==> src/rtl/stepper_pulse_scheduler.sv <==
// stepper_pulse_scheduler: turns signed per-period step demand into rate-limited step/dir pulses.
// Ports: clock/reset (async, active-high); delta_valid/delta_steps add signed steps to the
// pending accumulator; flush discards pending; step/dir drive the stepper IC; busy is high
// while a pulse/setup is in progress or steps are pending; overflow is sticky on saturation;
// position counts issued steps when STEP_POSITION_EN is defined, otherwise it is tied to 0.
module stepper_pulse_scheduler #(
  parameter int DELTA_BITS = 16,
  parameter int PEND_BITS  = 20,
  parameter int PULSE_HIGH = 100,
  parameter int PULSE_LOW  = 100,
  parameter int DIR_SETUP  = 250,
  parameter int POS_BITS   = 32
) (
  input  logic                         clock,
  input  logic                         reset,
  input  logic                         delta_valid,
  input  logic signed [DELTA_BITS-1:0] delta_steps,
  input  logic                         flush,
  output logic                         step,
  output logic                         dir,
  output logic                         busy,
  output logic                         overflow,
  output logic signed [POS_BITS-1:0]   position
);
  typedef enum logic [1:0] {IDLE, SETUP, HIGH, LOW} state_t;
  localparam int TMAX = DIR_SETUP > PULSE_HIGH ? (DIR_SETUP > PULSE_LOW ? DIR_SETUP : PULSE_LOW)
                                               : (PULSE_HIGH > PULSE_LOW ? PULSE_HIGH : PULSE_LOW);
  localparam int TW = $clog2(TMAX + 1);
  // Two guard bits so pending + delta - issue never wraps before saturation.
  localparam int SW = (DELTA_BITS > PEND_BITS ? DELTA_BITS : PEND_BITS) + 2;
  localparam logic signed [SW-1:0] PMAX = (SW'(1) <<< (PEND_BITS - 1)) - SW'(1);
  localparam logic signed [SW-1:0] NMAX = -PMAX;
  localparam logic signed [SW-1:0] P1 = 1;
  localparam logic signed [SW-1:0] M1 = -1;
  state_t                       state_q, state_d;
  logic [TW-1:0]                timer_q, timer_d;
  logic signed [PEND_BITS-1:0]  pending_q, pending_d;
  logic                         step_q, step_d, dir_q, dir_d, ovf_q, ovf_d;
  logic signed [SW-1:0]         sum;
  logic                         want, rise;
  always_comb begin
    state_d = state_q;
    timer_d = timer_q;
    step_d  = step_q;
    dir_d   = dir_q;
    rise    = 1'b0;
    want    = ~pending_q[PEND_BITS-1];
    case (state_q)
      IDLE:
        if (!flush && pending_q != '0) begin
          if (want != dir_q) begin
            dir_d   = want;
            timer_d = TW'(DIR_SETUP - 1);
            state_d = SETUP;
          end else rise = 1'b1;
        end
      SETUP:
        // Demand vanished or reversed while dir was settling: abandon without a pulse.
        if (flush || pending_q == '0 || want != dir_q) state_d = IDLE;
        else if (timer_q == '0) rise = 1'b1;
        else timer_d = timer_q - 1'b1;
      HIGH:
        if (timer_q == '0) begin
          step_d  = 1'b0;
          timer_d = TW'(PULSE_LOW - 1);
          state_d = LOW;
        end else timer_d = timer_q - 1'b1;
      LOW:
        if (timer_q == '0) state_d = IDLE;
        else timer_d = timer_q - 1'b1;
    endcase
    if (rise) begin
      step_d  = 1'b1;
      timer_d = TW'(PULSE_HIGH - 1);
      state_d = HIGH;
    end
    sum = SW'(pending_q) + (delta_valid ? SW'(delta_steps) : '0) - (rise ? (dir_q ? P1 : M1) : '0);
    pending_d = flush ? '0 : sum > PMAX ? PMAX[PEND_BITS-1:0] : sum < NMAX ? NMAX[PEND_BITS-1:0]
                                                              : sum[PEND_BITS-1:0];
    ovf_d = ovf_q | (!flush && (sum > PMAX || sum < NMAX));
  end
  always_ff @(posedge clock or posedge reset) begin
    if (reset) begin
      state_q   <= IDLE;
      timer_q   <= '0;
      pending_q <= '0;
      step_q    <= 1'b0;
      dir_q     <= 1'b0;
      ovf_q     <= 1'b0;
    end else begin
      state_q   <= state_d;
      timer_q   <= timer_d;
      pending_q <= pending_d;
      step_q    <= step_d;
      dir_q     <= dir_d;
      ovf_q     <= ovf_d;
    end
  end
  assign step     = step_q;
  assign dir      = dir_q;
  assign overflow = ovf_q;
  assign busy     = state_q != IDLE || pending_q != '0;
`ifdef STEP_POSITION_EN
  logic signed [POS_BITS-1:0] position_q, position_d;
  always_comb position_d = rise ? position_q + (dir_q ? POS_BITS'(1) : {POS_BITS{1'b1}}) : position_q;
  always_ff @(posedge clock or posedge reset) begin
    if (reset) position_q <= '0;
    else position_q <= position_d;
  end
  assign position = position_q;
`else
  assign position = '0;
`endif
endmodule

==> config.mk <==
export PLATFORM = sky130hd
export DESIGN_NAME = stepper_pulse_scheduler
export DESIGN_NICKNAME = d
export VERILOG_FILES = /design/src/rtl/stepper_pulse_scheduler.sv
export SDC_FILE = /design/constraint.sdc
export NUM_CORES = 1
export LEC_CHECK = 0
export BUFFER_PORTS_ARGS = -buffer_cell sky130_fd_sc_hd__buf_2
export CORE_MARGIN = 8
export CORE_UTILIZATION = 56
export DETAILED_ROUTE_END_ITERATION = 16
export GPL_ROUTABILITY_DRIVEN = 0
export PLACE_DENSITY_LB_ADDON = 0.15
export SETUP_SLACK_MARGIN = 0.02
export SYNTH_ARGS = -nofsm -noshare
export SYNTH_HDL_FRONTEND = slang
export SYNTH_SLANG_ARGS = --single-unit
export TNS_END_PERCENT = 100
==> constraint.sdc <==
create_clock -name clock -period 11.8 [get_ports clock]
set_input_delay 1.77 -clock clock [delete_from_list [all_inputs] [get_ports clock]]
set_output_delay 1.77 -clock clock [all_outputs]
set_load 0.01 [all_outputs]
==> results of run 1 <==
[registers in the layout (all words and copies together), names as in the netlist]
| signal | flops |
|---|---|
| pending_q | 20 |
| timer_q | 8 |
| state_q | 2 |
| dir | 1 |
| overflow | 1 |
| step | 1 |
[path summary, 6_finish.rpt]
check / end / startpoint / depth (start not counted)
worst max-delay path: pending_q[14]$_DFF_PP0_ / flush / 16
min in group asynchronous: step$_DFFE_PP0P_ / reset / 3
worst min-delay path: dir$_DFFE_PP0P_ / dir$_DFFE_PP0P_ / 2
worst min register to register: dir$_DFFE_PP0P_ / dir$_DFFE_PP0P_ / 2
max in group asynchronous: timer_q[1]$_DFFE_PP0P_ / reset / 3
worst max register to register: pending_q[14]$_DFF_PP0_ / timer_q[0]$_DFFE_PP0P_ / 20
[logic make-up (layout without fill, tap and decap cells)]
group	count (synthesis)	after routing	share of synthesized area (%)
and+or+nand+nor	137	137	18.4
AOI/OAI and AO/OA	136	136	24.3
buffers and inverters	115	101	14.8
adders and majority gates	43	43	17.8
DFF	33	33	21.4
xor gates and xnor gates	13	13	2.95
other	1	32	0.0970
muxes	1	1	0.291
[stage by stage]
stage	area (um^2)	std cells	setup slack [ns]	utilization [%]	hold WS, ns
floorplan	3980	510	5.74	-	0.489
global placement	3890	568	4.47	57.9	0.516
detailed placement	3890	568	4.36	57.9	0.517
CTS	3970	576	4.65	59.1	0.549
global route	3970	576	4.26	59.1	0.593
finish	3970	576	4.69	59.1	0.544
[layout make-up]
cell class / instances / area [um^2]
Tap cell: 80 / 100
Multi-Input combinational cell: 362 / 2580
Fill cell: 635 / 2750
Inverter: 69 / 259
Sequential cell: 33 / 826
Clock buffer: 6 / 72.6
Timing Repair Buffer: 24 / 123
Clock inverter: 2 / 10.0
[cell usage after synthesis (5+ instances only)]
cell type and count:
nor4_1 7, a211oi_1 15, nor2_1 26, a21o_1 11, fa_1 20, dfrtp_1 33, clkbuf_1 5, buf_2 7
buf_4 33, inv_1 69, nand2_1 39, nor3_1 13, and2_1 7, o21a_1 8, nand2b_1 8, o211ai_1 10
or2_2 7, xor2_1 8, a21oi_1 31, xnor2_1 5, a31oi_1 6, o21ai_0 22, ha_1 23, nand3_1 5
[tightest hold or removal path: stages, from the launching register on]
cell	delay (ns)
dfrtp_1	0.39
nand2_1	0.06
o21ai_0	0.06
[layer usage]
metal | global-route usage (%) | vias up
met5 | 0 | -
met4 | 3.84 | 0
met3 | 3.59 | 10
met2 | 32.7 | 104
met1 | 25.6 | 1589
li1 | - | 1620
==> qor.txt, run 1 <==
Setup TNS Final - 0 ns
global-route wire length before repair - 15,900 um
Top Layer Used - met4
Crit path max-delay family - compound AO/OA/AOI/OAI gates
async set-or-reset flop fraction in the synthesized netlist - 100%
Final Net Count - 558
final WL - 9250 um
MaxCap Viol Count - 0
gr usage total - 19.5%
routed vias/inst - 5.77
CTS Hold Bufs - 0
area leader, netlist - dfrtp_1
initial antenna violation count - 0
residual DRC count - 0
CP arrival - 7.21 ns
Max Buffers Root-to-Sink - 2
Worst Hold Class - flop to flop
FMAX - 141 MHz
outcome - complete, no violations
synth top area cells - dfrtp_1 21%, fa_1 10%, ha_1 7.4%
Die X - 99.1 um
post-synth cell types - 61
final hold vios - 0
number of synthesized flops with an enable pin - 0
per-cell routed wire length - 16.1 um
FP Rows - 30
crit-path max cell delay - 0.83 ns
die area - 9820 um^2
Detail Placement HPWL - 7430 um
RSZ-0062 raised after global routing - no
worst reg2reg setup slack - 4.82 ns
Setup Buffers After CTS - 0
effective utilization at floorplan - 57.5%
cells along the critical path - buf_2, nor2_1, and4_1, nand2b_1, inv_1, fa_1, inv_1, ha_1, nor2b_4, o31a_2, o21ai_0, nand2_1, a2111oi_0, o2111ai_1, nor4_4, a211oi_1
post-synthesis sequential area ratio - 21.4%
CTS resizes - 0
Die H - 99.1 um
metal3 WL - 526 um
area share of the largest cell type after synthesis - 21.4%
clock sinks - 33
area delta synth->final - 2.82%
fraction of layout cells with a size suffix above 1 - 10.3%
DR iter-0 viols - 178
first-pass iteration count of the detailed router - 5
Rel. slew slack - 17.9%
vias in the first global route - 3,391
crit share post-route - 60.2%
H-tree depth - 2
Final Skew - 0.00764 ns
port bufs - 23
CP max FO - 18
Setup Crit Path Kind - input port to flop
cell repeated most along the worst path - inv_1
Clock Pin Slew Worst Setup and Hold Paths - 0.07 ns
nature of the critical path endpoint - flop
largest net degree at the start of global routing - 34
nature of the critical path startpoint - input port
Max Slew Vio Count - 0
setup violators final - 0
register bit count reported by yosys - 33
commonest non-fill, non-tap cell in the layout - inv_1
io pins - 56
fin crit period - 7.11 ns
n_diodes - 0
Mean Syn Cell Area - 8.07 um^2
antenna violation net count after detailed routing - 0
worst skew pair latency - 0.29 ns
vias - 3,323
root buf cell - clkbuf_8
core box area - 6720 um^2
Cells after Synth - 479
grt total ovfl - 0
met2 routed WL - 4500 um
WP buf/inv - 3
Slew @ Worst Pin - 1.23 ns
Ys Warns - 0
TritonCTS buffer count - 5
CP Data Required Time - 11.90 ns
slowest CP cell - inv_1
Top FF cell, synth - dfrtp_1
most frequent cells in the layout - 69 x inv_1, 39 x nand2_1, 33 x dfrtp_1, 32 x conb_1, 31 x a21oi_1
CTS tree - done
wl on met1 - 4150 um
Post-Syn Area - 3860 um^2
Power of run 1 is not shown: default switching activity piles up to over one toggle a cycle in this logic, so the estimate is an artifact.
==> inputs of run 2 (changes only) <==
--- a/config.mk
+++ b/config.mk
@@ -7,7 +7,7 @@
 export LEC_CHECK = 0
 export BUFFER_PORTS_ARGS = -buffer_cell sky130_fd_sc_hd__buf_2
 export CORE_MARGIN = 8
-export CORE_UTILIZATION = 56
+export CORE_UTILIZATION = 53
 export DETAILED_ROUTE_END_ITERATION = 16
 export GPL_ROUTABILITY_DRIVEN = 0
 export PLACE_DENSITY_LB_ADDON = 0.15
==> constraint.sdc (replaced) <==
create_clock -name clock -period 5.98 [get_ports clock]
set_input_delay 0.897 -clock clock [delete_from_list [all_inputs] [get_ports clock]]
set_output_delay 0.897 -clock clock [all_outputs]
set_load 0.01 [all_outputs]
==> run 2 against run 1 <==
  * Wire length grew 2.3%
  * Highest routed layer unchanged
  * Register-to-register slack worse by 4.3 ns
  * Worst setup slack worse by 4.2 ns
  * Die area is 4.7% higher
  * Critical path type is now flop to flop
  * Critical endpoint is now pending_q[3]$_DFF_PP0_
==> qor.txt, run 2 (synthesized netlist as in run 1, its figures left out) <==
outcome - complete, no violations
CP max FO - 15 (-3)
Max Slew Vio Count - 0 (unchanged)
clock sinks - 33 (unchanged)
Detail Placement HPWL - 7580 um (+2.0%)
FP Rows - 31 (+3.3%)
final hold vios - 0 (unchanged)
Worst Hold Class - flop to flop
Slew @ Worst Pin - 1.08 ns (-0.146 ns)
final WL - 9460 um (+2.3%)
residual DRC count - 0 (unchanged)
grt total ovfl - 0 (unchanged)
FF-to-FF Start - timer_q[0]$_DFFE_PP0P_
core box area - 7180 um^2 (+6.8%)
Final Skew - 0.00791 ns (+0.000276 ns)
Rel. slew slack - 27.2% (+9.3 points)
fin crit period - 5.47 ns
CP Data Required Time - 6.12 ns (-5.78 ns)
FF-to-FF path depth - 22 (+10%)
global-route wire length before repair - 15,600 um (-1.9%)
commonest non-fill, non-tap cell in the layout - inv_1
max FFs per register - 20 (unchanged)
worst skew pair latency - 0.29 ns (about the same)
vias in the first global route - 3,246 (-4.3%)
CTS tree - done
Setup TNS Final - 0 ns (unchanged)
vias - 3,305 (-0.54%)
FMAX - 183 MHz
effective utilization at floorplan - 53.9% (-3.7 points)
first-pass iteration count of the detailed router - 5 (unchanged)
biggest regs - pending_q x20, timer_q x8, state_q x2
gr usage total - 18.9% (-0.60 points)
RSZ-0062 raised after global routing - no
Final Net Count - 566 (+1.4%)
area delta synth->final - 7.64%
worst reg2reg setup slack - 0.51 ns (-4.31 ns)
fraction of layout cells with a size suffix above 1 - 12.7% (+2.4 points)
cells along the critical path - inv_1, ha_1, nand2b_1, or4_1, or3_1, nand2_1, and4_1, nand2b_1, clkinvlp_4, buf_12, fa_1, inv_1, ha_1, a21oi_1, a21boi_1, nor2_1, or4_1, and3_1, a21o_1, nor4_4, buf_4, a211oi_1
MaxCap Viol Count - 0 (unchanged)
most frequent cells in the layout - 68 x inv_1, 39 x nand2_1, 33 x dfrtp_1, 32 x conb_1, 31 x a21oi_1
Reg-to-Reg End - pending_q[3]$_DFF_PP0_
nature of the critical path startpoint - flop
Worst Hold Path EP - timer_q[0]$_DFFE_PP0P_
Setup Crit Path Kind - flop to flop
Fill cells - 680 (+7.1%)
Die X - 101 um (+2.3%)
Min-Delay Path Depth - 1 (-1)
largest net degree at the start of global routing - 34 (unchanged)
Die H - 101 um (+2.3%)
routed vias/inst - 5.48 (-5.0%)
crit share post-route - 91.5%
register bank with the most flops - pending_q
Clock Pin Slew Worst Setup and Hold Paths - 0.07 ns (about the same)
antenna violation net count after detailed routing - 0 (unchanged)
slowest CP cell - or4_1
port bufs - 23 (unchanged)
crit-path max cell delay - 0.50 ns (-0.33 ns)
Max Buffers Root-to-Sink - 2 (unchanged)
setup violators final - 0 (unchanged)
n_diodes - 0 (unchanged)
TritonCTS buffer count - 5 (unchanged)
DR iter-0 viols - 135 (-24%)
root buf cell - clkbuf_8
CP arrival - 5.62 ns (-1.59 ns)
hold_sp - timer_q[0]$_DFFE_PP0P_
initial antenna violation count - 0 (unchanged)
per-cell routed wire length - 15.7 um (-2.3%)
nature of the critical path endpoint - flop
io pins - 56 (unchanged)
H-tree depth - 2 (unchanged)
die area - 10,300 um^2 (+4.7%)
## run 2: changes by cell type in the layout (fill, tap and decap cells not counted), sizes merged
cell,previous run,this run
buf,24,32
clkinv,2,0
clkinvlp,0,2
bufinv,0,1
inv,69,68
## run 2: area by class of cell
class | count | area [um^2] | share of cell area [%]
clock buffer | 6 | 82.6 | 1.98
clock inverter | 2 | 37.5 | 0.902
inverter | 69 | 263 | 6.32
multi-input combinational | 362 | 2620 | 63.0
sequential | 33 | 826 | 19.8
tap | 99 | 124 | 2.98
timing repair buffer | 32 | 208 | 4.99
## run 2: per-layer routing
layer | global-route usage, % | wire length (um) | vias up
li1 | - | - | 1639
met1 | 25.3 | 4390 | 1558
met2 | 30.4 | 4510 | 97
met3 | 3.09 | 460 | 11
met4 | 5.96 | 100 | 0
met5 | 0 | 0 | -
## run 2: worst max path at each step
stage,start,endpoint,slack [ns],cells past startpoint
global route,timer_q[0]$_DFFE_PP0P_,pending_q[7]$_DFF_PP0_,0.13,22
detailed placement,timer_q[0]$_DFFE_PP0P_,pending_q[3]$_DFF_PP0_,0.25,21
floorplan,timer_q[0]$_DFFE_PP0P_,pending_q[14]$_DFF_PP0_,0.27,23
finish,timer_q[0]$_DFFE_PP0P_,pending_q[3]$_DFF_PP0_,0.51,22
CTS,timer_q[0]$_DFFE_PP0P_,pending_q[3]$_DFF_PP0_,0.19,21
global placement,timer_q[0]$_DFFE_PP0P_,pending_q[5]$_DFF_PP0_,0.39,21
## run 2: per-stage QoR
stage                     worst slack (ns)  util [%]  hold WS (ns)  std cells  instance area, um^2
after floorplan                      0.268         -         0.489        510                 3980
after global placement               0.389      55.2         0.508        593                 3960
after detailed placement             0.250      55.2         0.527        593                 3960
after CTS                            0.193      56.9         0.545        601                 4080
after global routing                 0.134      58.0         0.589        603                 4160
final                                0.508      58.0         0.542        603                 4160
## run 2: critical path: cells and delay by family, from the launching register on
family          cells  cell delay (ns)
compound gates      4             0.85
fa+ha+maj           3             0.88
buf+inv             5             0.66
flops               1             0.41
simple gates       10             2.51
## run 2: timing repair
item | in CTS | in global routing
setup endpoints to repair | 0 | 20
hold buffers | 0 | 0
gates resized for setup | 0 | 6
buffers inserted | 0 | 2
Power of run 2 is left out for the same reason.
==> inputs of run 3 (changes only) <==
--- a/config.mk
+++ b/config.mk
@@ -6,6 +6,7 @@
 export NUM_CORES = 1
 export LEC_CHECK = 0
 export BUFFER_PORTS_ARGS = -buffer_cell sky130_fd_sc_hd__buf_2
+export CORE_ASPECT_RATIO = 1.5
 export CORE_MARGIN = 8
 export CORE_UTILIZATION = 53
 export DETAILED_ROUTE_END_ITERATION = 16
==> run 3 against run 2 <==
  * Cell area is 2.8% lower
  * Critical path depth stayed put
  * Die area up 0.55%
  * Worst setup slack got worse by 0.12 ns
  * Cell count decreased by 3.3%
  * Clock skew down 0.0042 ns
  * Maximum frequency fell by 2.2%
  * Non-clock buffer count down 1
  * Via count grew 1.4%
  * Wire length shrank 1.7%
  * Register-to-register slack got worse by 0.12 ns
  * Critical path type unchanged
  * Highest routed layer unchanged
==> qor.txt, run 3 (synthesized netlist as in run 1, its figures left out) <==
outcome - complete, no violations
crit share post-route - 93.5% (+2.0 points)
nature of the critical path startpoint - flop
DR iter-0 viols - 171 (+27%)
biggest regs - pending_q x20, timer_q x8, state_q x2
fraction of layout cells with a size suffix above 1 - 11.7% (-0.97 points)
Rel. slew slack - 26.5% (-0.68 points)
routed vias/inst - 5.75 (+4.9%)
Final Skew - 0.00374 ns (-0.00418 ns)
io pins - 56 (unchanged)
per-cell routed wire length - 15.9 um (+1.7%)
global-route wire length before repair - 15,600 um (-0.22%)
H-tree depth - 2 (unchanged)
Die X - 85.7 um (-15%)
initial antenna violation count - 0 (unchanged)
Detail Placement HPWL - 7710 um (+1.7%)
effective utilization at floorplan - 54.2% (+0.33 points)
register bank with the most flops - pending_q
WP buf/inv - 5 (unchanged)
root buf cell - clkbuf_8
most frequent cells in the layout - 69 x inv_1, 39 x nand2_1, 33 x dfrtp_1, 32 x conb_1, 31 x a21oi_1
area delta synth->final - 4.66%
worst setup margin - 0.387 ns (-0.121 ns)
fin crit period - 5.59 ns (+0.121 ns)
placed inst area - 3940 um^2 (-0.60%)
worst reg2reg setup slack - 0.39 ns (-0.12 ns)
final std cells w/o fill - 583 (-3.3%)
port bufs - 23 (unchanged)
slowest CP cell - or4_1
grt total ovfl - 0 (unchanged)
CP max FO - 15 (unchanged)
final WL - 9300 um (-1.7%)
antenna violation net count after detailed routing - 0 (unchanged)
leakage - 1.97 nW
Setup Crit Path Kind - flop to flop
die area - 10,300 um^2 (+0.55%)
FF/Latch Area - 826 um^2 (unchanged)
residual DRC count - 0 (unchanged)
CTS tree - done
setup violators final - 0 (unchanged)
Setup TNS Final - 0 ns (unchanged)
cells along the critical path - inv_1, ha_1, nand2b_1, or4_1, or3_1, nand2_1, and4_1, nand2b_1, inv_1, buf_4, fa_1, inv_1, ha_1, and2_4, a221oi_4, a21boi_0, a221oi_1, xor2_1, o2111ai_1, nor4_4, buf_4, a211oi_1
Place WS - 0.227 ns (-0.0230 ns)
Reg-to-Reg End - pending_q[4]$_DFF_PP0_
Final Net Count - 565 (-0.18%)
MaxCap Viol Count - 0 (unchanged)
Max Buffers Root-to-Sink - 2 (unchanged)
CP Data Required Time - 6.12 ns (about the same)
first-pass iteration count of the detailed router - 4 (-1)
crit-path max cell delay - 0.45 ns (-0.05 ns)
Design Power - 2.73 mW
TritonCTS buffer count - 5 (unchanged)
vias in the first global route - 3,343 (+3.0%)
Power Density - 675 nW/um^2
clock sinks - 33 (unchanged)
Worst Hold Class - flop to flop
CTS resizes - 0 (unchanged)
max FFs per register - 20 (unchanged)
Fill cells - 678 (-0.29%)
Min-Delay Path Depth - 2 (+1)
FF-to-FF Start - timer_q[0]$_DFFE_PP0P_
vias - 3,351 (+1.4%)
commonest non-fill, non-tap cell in the layout - inv_1
Slew @ Worst Pin - 1.09 ns (+0.0101 ns)
gr usage total - 18.6% (-0.30 points)
cell repeated most along the worst path - inv_1
n_diodes - 0 (unchanged)
Peak supply drop - 0.340 mV
Worst Hold Path EP - step$_DFFE_PP0P_
Crit path max-delay family - simple AND/OR/NAND/NOR gates
FF-to-FF path depth - 22 (unchanged)
Clock Pin Slew Worst Setup and Hold Paths - 0.07 ns (about the same)
largest net degree at the start of global routing - 34 (unchanged)
hold_sp - step$_DFFE_PP0P_
core box area - 7130 um^2 (-0.61%)
worst skew pair latency - 0.28 ns (about the same)
Die H - 121 um (+19%)
FMAX - 179 MHz (-2.2%)
Post-Place Cells - 574 (-3.2%)
Final Cell Area - 4050 um^2 (-2.8%)
final hold vios - 0 (unchanged)
CP arrival - 5.73 ns (+0.11 ns)
Max Slew Vio Count - 0 (unchanged)
FP Rows - 38 (+23%)
area of the multi-input gates - 2580 um^2 (-1.4%)
RSZ-0062 raised after global routing - no
nature of the critical path endpoint - flop
run 3: how the worst max path moves through the flow:
stage / slack [ns] / depth (start not counted) / start / endpoint
2_1_floorplan: 0.27 / 23 / timer_q[0]$_DFFE_PP0P_ / pending_q[14]$_DFF_PP0_
3_3_place_gp: 0.39 / 20 / timer_q[0]$_DFFE_PP0P_ / pending_q[9]$_DFF_PP0_
3_5_place_dp: 0.23 / 20 / timer_q[0]$_DFFE_PP0P_ / pending_q[4]$_DFF_PP0_
4_1_cts: 0.21 / 20 / timer_q[0]$_DFFE_PP0P_ / pending_q[4]$_DFF_PP0_
5_1_grt: 0.07 / 22 / timer_q[0]$_DFFE_PP0P_ / pending_q[7]$_DFF_PP0_
6_report: 0.39 / 22 / timer_q[0]$_DFFE_PP0P_ / pending_q[4]$_DFF_PP0_
run 3: worst register-to-register path, delay by kind of cell (launching register included):
family                   cells  cell delay [ns]
XOR/XNOR                     1             0.25
buffers and inverters        5             0.70
flip-flops                   1             0.41
AND/OR/NAND/NOR              8             1.86
AO/OA/AOI/OAI                5             1.32
adder cells (fa/ha/maj)      3             0.90
run 3: report_power, final:
group	internal, mW	switching (mW)
registers	0.332	0.0878
clock network	0.104	0.0827
logic	0.848	1.28
total	1.28	1.45
run 3: final cells by class:
class	count	area share [%]
sequential	33	20.4
clock inverter	1	0.124
timing repair buffer	31	4.33
clock buffer	7	2.38
multi-input combinational	362	63.9
tap	80	2.47
inverter	69	6.40
run 3: metal layers:
layer | GRT usage [%] | part of all wire (%)
met2 | 34.7 | 53
met4 | 6.72 | 1.8
met5 | 0 | 0
met1 | 21.2 | 41
met3 | 1.83 | 3.3
run 3: metrics by stage:
stage / hold slack, ns / utilization [%]
after floorplan: 0.489 / -
after global placement: 0.508 / 55.2
after detailed placement: 0.514 / 55.2
after CTS: 0.528 / 56.6
after global routing: 0.537 / 56.7
final: 0.523 / 56.7
run 3: what timing repair did:
action / in CTS / in global routing
hold buffers: 0 / 0
setup buffers: 0 / 1
endpoints found under the setup margin: 0 / 15
Power figures use the tool's default switching activity.
